--- config.mk ---
export PLATFORM = sky130hd
export DESIGN_NAME = ssd_bcd_scanner_flat
export DESIGN_NICKNAME = d
export VERILOG_FILES = /design/src/rtl/ssd_bcd_scanner_if.sv /design/src/rtl/ssd_bcd_scanner.sv /design/src/flat_wrapper.sv
export SDC_FILE = /design/constraint.sdc
export NUM_CORES = 1
export LEC_CHECK = 0
export ABC_AREA = 1
export ABC_CLOCK_PERIOD_IN_PS = 1810
export BUFFER_PORTS_ARGS = -buffer_cell sky130_fd_sc_hd__buf_4
export CORE_MARGIN = 3
export CORE_UTILIZATION = 58
export CTS_BUF_LIST = sky130_fd_sc_hd__clkbuf_16
export DETAILED_ROUTE_END_ITERATION = 16
export GPL_TIMING_DRIVEN = 1
export PLACE_DENSITY_LB_ADDON = 0.3
export SLEW_MARGIN = 5
export SYNTH_ARGS = -nofsm -noshare
export SYNTH_HDL_FRONTEND = slang
export SYNTH_SLANG_ARGS = --single-unit
--- constraint.sdc ---
create_clock -name clk -period 1.81 [get_ports clk]
set_input_delay 0.181 -clock clk [delete_from_list [all_inputs] [get_ports clk]]
set_output_delay 0.181 -clock clk [all_outputs]
set_load 0.02 [all_outputs]
--- src/rtl/ssd_bcd_scanner_if.sv ---
// Display-stage bus: binary value in, scanned anode/segment drive and BCD result out.
interface ssd_bcd_scanner_if #(
  parameter int BIN_W = 13
);
  logic [BIN_W-1:0] bin_in;
  logic [3:0]       Anode;
  logic [6:0]       LED_out;
  logic [15:0]      bcd_out;
  logic             conv_done;

  modport master (
    output bin_in,
    input  Anode,
    input  LED_out,
    input  bcd_out,
    input  conv_done
  );

  modport slave (
    input  bin_in,
    output Anode,
    output LED_out,
    output bcd_out,
    output conv_done
  );
endinterface

--- src/rtl/ssd_bcd_scanner.sv ---
// Binary-to-BCD converter (sequential double-dabble) feeding a 4-digit
// common-anode seven-segment scanner with optional leading-zero blanking.
// bus must be instantiated with the same BIN_W as this module.
module ssd_bcd_scanner #(
  parameter int BIN_W     = 13,
  parameter int REFRESH_W = 18,
  parameter int LZ_BLANK  = 1
) (
  input logic              clk,
  input logic              rst,
  ssd_bcd_scanner_if.slave bus
);

  localparam int CNT_W = (BIN_W > 1) ? $clog2(BIN_W + 1) : 1;

  localparam logic [1:0] ST_IDLE  = 2'd0;
  localparam logic [1:0] ST_SHIFT = 2'd1;
  localparam logic [1:0] ST_DONE  = 2'd2;

  logic [1:0]           state;
  logic [BIN_W-1:0]     bin_sr;
  logic [15:0]          bcd_acc;
  logic [15:0]          bcd_adj;
  logic [CNT_W-1:0]     bit_cnt;
  logic [15:0]          bcd_r;
  logic                 done_r;

  logic [REFRESH_W-1:0] refresh_cnt;
  logic [1:0]           idx;
  logic [3:0]           digit;
  logic                 blank;
  logic [6:0]           seg;
  logic [3:0]           anode_r;
  logic [6:0]           led_r;

  // Double-dabble correction: add 3 to every nibble that is 5 or more.
  always_comb begin
    bcd_adj = bcd_acc;
    for (int unsigned i = 0; i < 4; i++) begin
      if (bcd_acc[4*i +: 4] >= 4'd5) begin
        bcd_adj[4*i +: 4] = bcd_acc[4*i +: 4] + 4'd3;
      end
    end
  end

  // Converter FSM: capture, shift BIN_W times, publish the finished result.
  always_ff @(posedge clk or negedge rst) begin
    if (!rst) begin
      state   <= ST_IDLE;
      bin_sr  <= '0;
      bcd_acc <= '0;
      bit_cnt <= '0;
      bcd_r   <= '0;
      done_r  <= 1'b0;
    end else begin
      done_r <= 1'b0;
      case (state)
        ST_IDLE: begin
          bin_sr  <= bus.bin_in;
          bcd_acc <= '0;
          bit_cnt <= '0;
          state   <= ST_SHIFT;
        end
        ST_SHIFT: begin
          bcd_acc <= {bcd_adj[14:0], bin_sr[BIN_W-1]};
          bin_sr  <= bin_sr << 1;
          bit_cnt <= bit_cnt + 1'b1;
          if (bit_cnt == CNT_W'(BIN_W - 1)) begin
            state <= ST_DONE;
          end
        end
        ST_DONE: begin
          bcd_r  <= bcd_acc;
          done_r <= 1'b1;
          state  <= ST_IDLE;
        end
        default: state <= ST_IDLE;
      endcase
    end
  end

  assign idx   = refresh_cnt[REFRESH_W-1 -: 2];
  assign digit = bcd_r[{idx, 2'b00} +: 4];

  // Leading-zero test: a digit above the ones place is blank when it and all higher digits are zero.
  always_comb begin
    blank = 1'b0;
    if (LZ_BLANK != 0) begin
      case (idx)
        2'd1:    blank = (bcd_r[15:4]  == 12'd0);
        2'd2:    blank = (bcd_r[15:8]  == 8'd0);
        2'd3:    blank = (bcd_r[15:12] == 4'd0);
        default: blank = 1'b0;
      endcase
    end
  end

  // Active-low segment decode {a,b,c,d,e,f,g}; non-decimal nibbles are dark.
  always_comb begin
    case (digit)
      4'd0:    seg = 7'b0000001;
      4'd1:    seg = 7'b1001111;
      4'd2:    seg = 7'b0010010;
      4'd3:    seg = 7'b0000110;
      4'd4:    seg = 7'b1001100;
      4'd5:    seg = 7'b0100100;
      4'd6:    seg = 7'b0100000;
      4'd7:    seg = 7'b0001111;
      4'd8:    seg = 7'b0000000;
      4'd9:    seg = 7'b0000100;
      default: seg = 7'b1111111;
    endcase
  end

  // Scanner: free-running refresh counter and registered anode/segment drive.
  always_ff @(posedge clk or negedge rst) begin
    if (!rst) begin
      refresh_cnt <= '0;
      anode_r     <= 4'b1111;
      led_r       <= 7'b1111111;
    end else begin
      refresh_cnt <= refresh_cnt + 1'b1;
      anode_r     <= ~(4'b0001 << idx);
      led_r       <= blank ? 7'b1111111 : seg;
    end
  end

  assign bus.bcd_out   = bcd_r;
  assign bus.conv_done = done_r;
  assign bus.Anode     = anode_r;
  assign bus.LED_out   = led_r;

endmodule

--- src/flat_wrapper.sv ---
// flat-port wrapper written by rule: the top's interface ports become plain ports
module ssd_bcd_scanner_flat 
#(
  parameter int BIN_W     = 13,
  parameter int REFRESH_W = 18,
  parameter int LZ_BLANK  = 1
)
  (clk, rst, bus_bin_in, bus_Anode, bus_LED_out, bus_bcd_out, bus_conv_done);
  ssd_bcd_scanner_if #(.BIN_W(BIN_W)) bus_i ();
  input logic clk;
  input logic rst;
  input wire logic [$bits(bus_i.bin_in)-1:0] bus_bin_in;
  output wire logic [$bits(bus_i.Anode)-1:0] bus_Anode;
  output wire logic [$bits(bus_i.LED_out)-1:0] bus_LED_out;
  output wire logic [$bits(bus_i.bcd_out)-1:0] bus_bcd_out;
  output wire logic [$bits(bus_i.conv_done)-1:0] bus_conv_done;
  assign bus_i.bin_in = bus_bin_in;
  assign bus_Anode = bus_i.Anode;
  assign bus_LED_out = bus_i.LED_out;
  assign bus_bcd_out = bus_i.bcd_out;
  assign bus_conv_done = bus_i.conv_done;
  ssd_bcd_scanner #(.BIN_W(BIN_W), .REFRESH_W(REFRESH_W), .LZ_BLANK(LZ_BLANK)) u_core (.clk(clk), .rst(rst), .bus(bus_i));
endmodule
==> results.json <==
{
  "routabilityCongestion": 0.871,
  "post-route-min-period_ps": 1630,
  "portBuffers": 42,
  "synthCells": 473,
  "total_power_mw": 5.46,
  "grt_pass1_vias": 3188,
  "switching_share": 0.322,
  "syn_to_final_growth_pct": 17.5,
  "p_comb_frac": 0.253,
  "fin_nets": 556,
  "final_area_sq_um": 4790,
  "ios": 43,
  "dp_cells": 605,
  "wl_per_cell_um": 13.4,
  "grt_use_total": 0.217,
  "start_kind": "flop",
  "relSlewSlack": 0.732,
  "maxCapViolations": 0,
  "hp-class": "primary input to flop",
  "skew_ps": 8.54,
  "fmax_mhz": 615,
  "cts_buffers": 9,
  "num_rows": 29,
  "clk_latency_ps": 330,
  "r2r_start": "u_core.refresh_cnt[16]",
  "via_count": 3229,
  "worstMarginPinSlew_ps": 402,
  "diodes": 0,
  "syn_area_sq_um": 4080,
  "dieArea_sq_um": 8070,
  "ys_ff_latch": 81,
  "cts_sinks": 81,
  "final_max_slew_viol_count": 0,
  "utilization": 0.730,
  "fillers": 472,
  "placed_area_sq_um": 4500,
  "whs_path_depth": 3,
  "r2r-end": "u_core.bus.LED_out[2]",
  "met1_usage": 0.281,
  "clockBufferDepth": 2,
  "hold_viol": 0,
  "dr.pass1.iters": 4,
  "synth_cell_types": 37,
  "synthFlopType": "dfrtp_1",
  "drt-total-wl_um": 8300,
  "viasPerCell": 5.20,
  "drc_errors": 0,
  "ff2ff_setup_slack_ps": 180,
  "grt_antenna_before_repair": 0,
  "fp.coreArea_sq_um": 6570,
  "grt_overflow_total": 0,
  "grt_most_used_layer": "met2",
  "gr-usage-met2": 0.373,
  "cts_tree": "yes",
  "outcome": "completed",
  "syn_nets": 505,
  "p_int_mw": 3.70,
  "power_density_nw_per_um2": 1140,
  "grt_pass1_wl_um": 14500,
  "timing.final.crit_share": 0.899,
  "critical_path_class": "flop to flop",
  "pwr-share-seq": 0.426,
  "p_leak_nw": 2.44,
  "cts-root-buf": "clkbuf_16",
  "die_x_um": 89.9,
  "min_to": "u_core.bin_sr[3]",
  "drtIter0Drc": 127,
  "ys_warn_count": 0,
  "ir_worst_vdd_mv": 0.528,
  "min-delay-start": "bus_bin_in[3]",
  "fp.dieH_um": 89.9,
  "end_kind": "flop",
  "htree_levels": 3,
  "use_met3": 0.0367,
  "synthArstFlopShare": 1.00,
  "power_frac_clock": 0.321,
  "start_util": 0.621,
  "p_switching_mw": 1.76,
  "clk_pin_slew_worst_paths_ps": 60,
  "r2r_cells": 10,
  "rsz0062_at_grt": "false",
  "setup_viol": 0,
  "crit_fanout": 13,
  "dp_hpwl_um": 5950,
  "final_cells": 621,
  "drive_gt1_frac": 0.208,
  "worstPathArrival_ps": 1880,
  "grt_max_degree": 32,
  "synth.avg_cell_area_sq_um": 8.62,
  "cp.required_ps": 2060,
  "synth_edf_count": 0,
  "ys_seq_area_frac": 0.500,
  "drtAntennaViolNets": 0,
  "tns_ps": 0
}
## power groups by stage
stage / sequential (mW) / clock [mW] / combinational, mW
global placement: 2.34 / 0 / 1.35
finish: 2.32 / 1.75 / 1.38
floorplan: 2.57 / 0 / 0.572
detailed placement: 2.35 / 0 / 1.39
global route: 2.36 / 1.87 / 1.53
CTS: 2.32 / 1.76 / 1.40
## metal layers
layer,vias up,share of wire
met5,-,0
li1,1606,-
met1,1550,0.45
met3,12,0.031
met2,61,0.51
met4,0,0.012
## placed cells by master (no fill, tap or decap), types with 2 or more instances in the layout
cell type / netlist / routed
inv_2: 3 / 3
ha_1: 17 / 17
nand2_1: 135 / 135
nor2_2: 7 / 7
nand2_2: 6 / 6
buf_4: 2 / 50
inv_1: 45 / 45
nand3_1: 46 / 46
nand4_1: 2 / 2
clkinv_2: 1 / 3
inv_4: 2 / 2
o32ai_1: 2 / 2
nor2_8: 2 / 2
nand3_2: 4 / 4
o22ai_1: 7 / 7
o21ai_1: 5 / 5
nand2_4: 3 / 3
o21ai_0: 31 / 31
xnor2_1: 4 / 4
nor3_1: 3 / 3
xor2_1: 10 / 10
dfrtp_1: 70 / 69
clkbuf_16: 0 / 9
nor2_1: 36 / 36
a21oi_1: 2 / 2
dfstp_2: 11 / 11
## worst max-delay path: stages (launching register included)
cell	delay [ps]
dfrtp_2	520
buf_4	200
nand3_2	80
nand2_1	60
nor2_2	190
ha_1	180
nand3_1	100
nand2_1	70
nand2_1	40
inv_1	50
nand2_1	60
## flip-flops by register name, summed over array words and instances, names as in the netlist, 2 cells and up
register / flops
u_core.bcd_acc: 16
u_core.bus.LED_out: 7
u_core.bus.Anode: 4
u_core.state: 2
u_core.bit_cnt: 4
u_core.bus.bcd_out: 16
u_core.bin_sr: 13
u_core.refresh_cnt: 18
## cell type report
class	count	area, sq um	share of cell area
Clock buffer	9	225	0.0470
Clock inverter	6	60.1	0.0125
Inverter	51	198	0.0412
Multi-Input combinational cell	329	1750	0.365
Sequential cell	81	2040	0.426
Tap cell	93	116	0.0243
Timing Repair Buffer	52	405	0.0846
## cell usage after synthesis (2+ instances only)
cell     number  area share
o22ai_1       7       0.011
dfrtp_1      70        0.43
ha_1         17       0.052
nand3_2       4      0.0098
nand2_4       3      0.0083
nand3_1      46       0.056
nor2_2        7       0.011
o21ai_0      31       0.038
dfstp_2      11       0.071
o32ai_1       2      0.0043
nor3_1        3      0.0037
a21oi_1       2      0.0025
nor2_1       36       0.033
nand2_2       6      0.0092
nor2_8        2      0.0098
xnor2_1       4      0.0086
buf_2         4      0.0049
inv_4         2      0.0031
xor2_1       10       0.021
inv_1        45       0.041
buf_6         3      0.0083
o21ai_1       5      0.0061
nand2_1     135        0.12
buf_4         2      0.0037
nand4_1       2      0.0031
inv_2         3      0.0028
## per-stage QoR
step	setup slack, ps	hold WS [ps]
2_1_floorplan	233	-115
3_3_place_gp	140	142
3_5_place_dp	65.4	143
4_1_cts	59.3	64.9
5_1_grt	7.31	69.6
6_report	183	63.0
## cells by family (layout without fill, tap and decap cells)
| kind of cell | Yosys count | in the layout | share of synthesized area |
|---|---|---|---|
| AND/OR/NAND/NOR | 247 | 247 | 0.277 |
| flip-flops | 81 | 81 | 0.500 |
| buffers and inverters | 63 | 118 | 0.0712 |
| AO/OA/AOI/OAI | 51 | 51 | 0.0696 |
| adder cells (fa/ha/maj) | 17 | 17 | 0.0521 |
| XOR/XNOR | 14 | 14 | 0.0301 |
## timing repair
| action | 4_1_cts | 5_1_grt |
|---|---|---|
| hold endpoints to repair | 29 | 0 |
| hold buffers | 1 | 0 |
| setup endpoints to repair | 0 | 6 |
| setup buffers | 0 | 0 |
| gates resized for setup | 0 | 1 |
## worst max-delay path by stage
stage | from | end
global placement | u_core.refresh_cnt[16] | u_core.bus.LED_out[6]
finish | u_core.refresh_cnt[16] | u_core.bus.LED_out[2]
floorplan | u_core.refresh_cnt[16] | u_core.bus.LED_out[3]
global route | u_core.refresh_cnt[16] | u_core.bus.LED_out[2]
CTS | u_core.refresh_cnt[16] | u_core.bus.LED_out[6]
detailed placement | u_core.refresh_cnt[16] | u_core.bus.LED_out[6]
No activity file was read; power rests on OpenSTA's default activity.
